File: config.mk
export PLATFORM = sky130hd
export DESIGN_NAME = wb_vmon_multi_monitor
export DESIGN_NICKNAME = d
export VERILOG_FILES = /design/src/rtl/wb_vmon_multi_monitor.sv
export SDC_FILE = /design/constraint.sdc
export NUM_CORES = 1
export LEC_CHECK = 0
export ABC_AREA = 1
export CAP_MARGIN = 20
export CORE_UTILIZATION = 62
export CTS_BUF_LIST = sky130_fd_sc_hd__clkbuf_8 sky130_fd_sc_hd__clkbuf_16
export DETAILED_ROUTE_END_ITERATION = 10
export PLACE_DENSITY_LB_ADDON = 0.08
export SLEW_MARGIN = 20
export SYNTH_ARGS = -nofsm -noshare
export SYNTH_HDL_FRONTEND = slang
export SYNTH_SLANG_ARGS = --single-unit
File: constraint.sdc
create_clock -name clk_i -period 6.9 [get_ports clk_i]
set_clock_uncertainty 0.15 [all_clocks]
set_input_delay 1.38 -clock clk_i [delete_from_list [all_inputs] [get_ports clk_i]]
set_output_delay 1.38 -clock clk_i [all_outputs]
set_load 0.01 [all_outputs]
File: src/rtl/wb_vmon_multi_monitor.sv
// Passive Wishbone snooper: captures acked writes to N equally spaced
// monitor registers into a FWFT FIFO drained over valid/ready.
module wb_vmon_multi_monitor #(
    parameter int unsigned WB_ADDR_WIDTH  = 32,
    parameter int unsigned WB_DATA_WIDTH  = 32,
    parameter int unsigned N_CHANNELS     = 4,
    parameter logic [WB_ADDR_WIDTH-1:0] BASE_ADDRESS = 'h6000_1000,
    parameter int unsigned CHANNEL_STRIDE = 'h10,
    parameter int unsigned FIFO_DEPTH     = 8,
    localparam int unsigned SW = WB_DATA_WIDTH / 8,
    localparam int unsigned CW = (N_CHANNELS > 1) ? $clog2(N_CHANNELS) : 1,
    localparam int unsigned LW = $clog2(FIFO_DEPTH + 1)
) (
    input  logic                     clk_i,
    input  logic                     rst_i,
    input  logic [WB_ADDR_WIDTH-1:0] ADR,
    input  logic [WB_DATA_WIDTH-1:0] DAT_W,
    input  logic                     CYC,
    input  logic                     STB,
    input  logic                     WE,
    input  logic                     ACK,
    input  logic                     ERR,
    input  logic [SW-1:0]            SEL,
    input  logic [N_CHANNELS-1:0]    ch_en,
    output logic                     msg_valid,
    input  logic                     msg_ready,
    output logic [CW-1:0]            msg_chan,
    output logic [WB_DATA_WIDTH-1:0] msg_data,
    output logic [SW-1:0]            msg_sel,
    output logic [LW-1:0]            level,
    output logic [15:0]              overflow_cnt
);

    localparam int unsigned PW = $clog2(FIFO_DEPTH);
    localparam int unsigned SB = $clog2(CHANNEL_STRIDE);
    localparam int unsigned EW = CW + WB_DATA_WIDTH + SW;
    localparam logic [WB_ADDR_WIDTH:0] SPAN =
        (WB_ADDR_WIDTH + 1)'(N_CHANNELS * CHANNEL_STRIDE);
    localparam logic [WB_ADDR_WIDTH-1:0] SMASK =
        WB_ADDR_WIDTH'(CHANNEL_STRIDE - 1);

    logic [EW-1:0]            mem_q [FIFO_DEPTH];
    logic [PW-1:0]            rd_q, rd_d, wr_q, wr_d;
    logic [LW-1:0]            level_q, level_d, remain;
    logic [15:0]              ovf_q, ovf_d;
    logic [EW-1:0]            head_q, head_d, entry;
    logic [WB_ADDR_WIDTH-1:0] off;
    logic [CW-1:0]            chan;
    logic                     beat, in_range, aligned, en_bit;
    logic                     hit, full, pop, push, drop;

    // Modular subtraction makes addresses below the base miss naturally
    assign off      = ADR - BASE_ADDRESS;
    assign chan     = CW'(off >> SB);
    assign in_range = {1'b0, off} < SPAN;
    assign aligned  = (off & SMASK) == '0;
    assign beat     = CYC & STB & WE & ACK & ~ERR;
    assign entry    = {chan, DAT_W, SEL};

    always_comb begin
        en_bit = 1'b0;
        for (int i = 0; i < int'(N_CHANNELS); i++) begin
            if (chan == CW'(i)) en_bit = ch_en[i];
        end
    end

    always_comb begin
        hit     = beat & in_range & aligned & en_bit;
        full    = level_q == LW'(FIFO_DEPTH);
        pop     = msg_valid & msg_ready;
        push    = hit & (~full | pop);
        drop    = hit & full & ~pop;
        rd_d    = rd_q + PW'(pop);
        wr_d    = wr_q + PW'(push);
        level_d = level_q;
        if (push & ~pop) level_d = level_q + 1'b1;
        else if (pop & ~push) level_d = level_q - 1'b1;
        ovf_d = ovf_q;
        if (drop && ovf_q != 16'hFFFF) ovf_d = ovf_q + 16'd1;
        // Head register tracks the oldest entry left after this edge
        remain = level_q - LW'(pop);
        head_d = head_q;
        if (remain != '0) head_d = mem_q[rd_d];
        else if (push) head_d = entry;
    end

    always_ff @(posedge clk_i) begin
        if (push && !rst_i) mem_q[wr_q] <= entry;
    end

    always_ff @(posedge clk_i) begin
        if (rst_i) begin
            rd_q    <= '0;
            wr_q    <= '0;
            level_q <= '0;
            ovf_q   <= '0;
            head_q  <= '0;
        end else begin
            rd_q    <= rd_d;
            wr_q    <= wr_d;
            level_q <= level_d;
            ovf_q   <= ovf_d;
            head_q  <= head_d;
        end
    end

    assign msg_valid    = level_q != '0;
    assign level        = level_q;
    assign overflow_cnt = ovf_q;
    assign {msg_chan, msg_data, msg_sel} = head_q;

endmodule
==> reports/metrics.cfg <==
[status]
status=completed

[sta]
worst_pin_slew_ps=937.7
finalHoldViolCount=0
fin_crit_sh_pct=67.55
fmax_ghz=0.2145
rsz0062_at_grt=no
min_period_ps=4661
setup_viol=0
drv_slew=0
relSlewSlack_pct=37.25
setup_tns_ps=0

[pwr]
p_total_w=0.007249
leakage_nw=6.469
ir_drop_v=0.0003979
p_per_area_nw_per_um2=393.6

[finish]
fillers=1636
fin_nets=1666
final_layout_size_suffix_gt1_share_pct=6.783
syn2layout_area_growth_pct=18.46
diodes=0

[run]
maxCapViolCount=0

[worst_hold_path]
hold_depth=2
hp-start=head_q[9]
min_to=head_q[9]
min-delay-path-class=reg2reg

[synthesis]
muxShareOfSynthArea_pct=0
avgSynthCellArea_um2=10.63
synth_nets=1552
yosysSeqAreaShare_pct=66.97
synth_top_family_by_area=simple AND/OR/NAND/NOR gates
synth_flop_cell=edfxtp_1
yosys_register_bits=368
synth_compound_area_share_pct=11.09
synthCells=1462
netlist_area_um2=15540
synth_fa_ha_area_share_pct=0.8532
synth_simple_gate_area_share_pct=16.69
ys_async_sr_fraction_pct=0
synth_xor_area_share_pct=0.2817
synth_cell_types=34
synth_edf_count=304
synth_warnings=0

[grt]
grt_pass1_vias=11080
overflow=0
grt_pass1_wl_mm=56.79
antenna_found_initial=1
grt_max_degree=125
track_usage_pct=28.01

[worst_setup_path]
path_class=in2reg
cpPeakStageDelay_ps=760
r2r-end=head_q[36]
worstPathMaxFanout=22
slowest_stage=nor2_4
cp-end-kind=register
rrSetupSlack_ps=2930
regToRegStartpoint=level[1]
critPathRequiredTime_ps=6940
cp-start-kind=primary input
worstPathCellList=clkdlybuf4s50_1, or2_2, nand3_1, nand2_1, nand2_1, nor2_1, nand3_1, nor2_1, nand3_1, nor3_1, nand2_1, nor2_4, buf_4
r2r_cells=12
worst-endpoint-arrival_ps=4700

[drt]
wl_per_cell_um=18.22
route.vias.total=11290
dr.pass1.iters=5
postRouteAntennaNets=0
drc=0
via_per_inst=5.847
drtIter0Drc=1068
routed_wl_mm=35.18

[clock_tree]
cts.sinks=368
cts_tree=built
numCtsBuffers=39
ctsHoldBuffers=0
clk_path_buf_depth=3
clk_latency_ps=530
post_cts_buffers=0
postCtsResizedCells=0
htree_levels=2
clkTransAtPathRegs_ps=60
cts-root-buf=clkbuf_16

[floorplan]
rows=57
die_area_um2=25710
io-pin-count=139
die_x_um=160.3
start_util_pct=63.55
fp.dieH_um=160.3
core-area_um2=24460

[placed_design]
place_congestion=0.9068
place.port_buffers=138
dp_hpwl_mm=20.29

cell usage after synthesis (5+ instances only):
cell type,number,share of area [%]
nor2_1,337,8.1
edfxtp_1,304,59
o21ai_0,194,6.2
nand2_1,188,4.5
inv_1,71,1.7
o221ai_1,70,3.9
clkbuf_1,68,1.6
dfxtp_1,64,8.2
nand3_1,60,1.9
nand4_1,19,0.76
o21ai_1,10,0.32
ha_1,9,0.72
nor2_2,9,0.36
buf_6,7,0.51
nand2_2,7,0.28
a21oi_1,6,0.19
o22ai_1,6,0.24
buf_1,5,0.12
nor3_1,5,0.16
state kept, by name, summed over array words and instances, names as in the netlist:
signal	flops
mem_q	304
head_q	38
overflow_cnt	16
level	4
rd_q	3
wr_q	3
worst max path at each step:
stage / start / endpoint / cells after the start
after floorplan: ADR[15] / mem_q[0][0] / 13
final: ADR[4] / mem_q[5][13] / 13
after detailed placement: ADR[4] / mem_q[5][16] / 13
after global routing: ADR[17] / mem_q[5][14] / 15
after global placement: ADR[12] / mem_q[5][0] / 13
after CTS: ADR[4] / mem_q[5][10] / 13
metrics by stage:
| step | std cells | cell area, µm² | util, % | hold WS, ps | setup slack, ps |
|---|---|---|---|---|---|
| 6_report | 1931 | 18420 | 75.28 | 354.8 | 2239 |
| 5_1_grt | 1931 | 18420 | 75.28 | 382.8 | 1964 |
| 4_1_cts | 1931 | 18410 | 75.27 | 356.0 | 2254 |
| 3_5_place_dp | 1859 | 17180 | 70.24 | 338.0 | 1748 |
| 3_3_place_gp | 1859 | 17180 | 70.24 | 328.0 | 1789 |
| 2_1_floorplan | 1462 | 15540 | - | 367.9 | 2128 |
final cells by class:
cell class,count,area [µm²],area share [%]
repair buffers,155,1509,8.194
clock buffers,41,1015,5.510
inverters,74,282.8,1.536
well taps,324,405.4,2.201
flip-flops and latches,368,10410,56.53
clock inverters,31,216.5,1.175
multi-input cells,938,4577,24.85
logic make-up (layout without fill, tap and decap cells):
logic type / after synthesis / in the layout
XOR/XNOR: 5 / 5
AND/OR/NAND/NOR: 634 / 634
buffers and inverters: 156 / 301
adder cells (fa/ha/maj): 10 / 10
AO/OA/AOI/OAI: 289 / 289
flip-flops: 368 / 368
placed cells by master (no fill, tap or decap), drive strengths merged:
cell           instances
o22ai                  6
o221ai                70
nor3                   5
nor2                 349
buf                   17
nand3                 61
o21ai                204
xnor2                  3
a21oi                  7
nand2                195
a211oi                 1
clkbuf                41
clkdlybuf4s50        138
fa                     1
nor3b                  1
nand3b                 2
a31oi                  1
bufinv                 2
inv                   81
clkinv                20
edfxtp               304
and3                   1
clkinvlp               2
or2                    1
ha                     9
nand4                 19
dfxtp                 64
xor2                   2
critical path: cells and delay by family:
kind / cells / cell delay [ps]
simple gates: 11 / 2170
buf+inv: 2 / 1160
where the power goes:
part / switching [W] / internal, W
clock: 0.000835 / 0.00115
combinational: 0.00181 / 0.000877
sequential: 0.0000650 / 0.00252
layer usage:
| metal | track usage, % | part of all wire [%] |
|---|---|---|
| met5 | 0 | 0.037 |
| met4 | 8.355 | 2.2 |
| met3 | 4.597 | 7.7 |
| met2 | 46.86 | 48 |
| met1 | 38.02 | 42 |
Power figures use the tool's default switching activity.
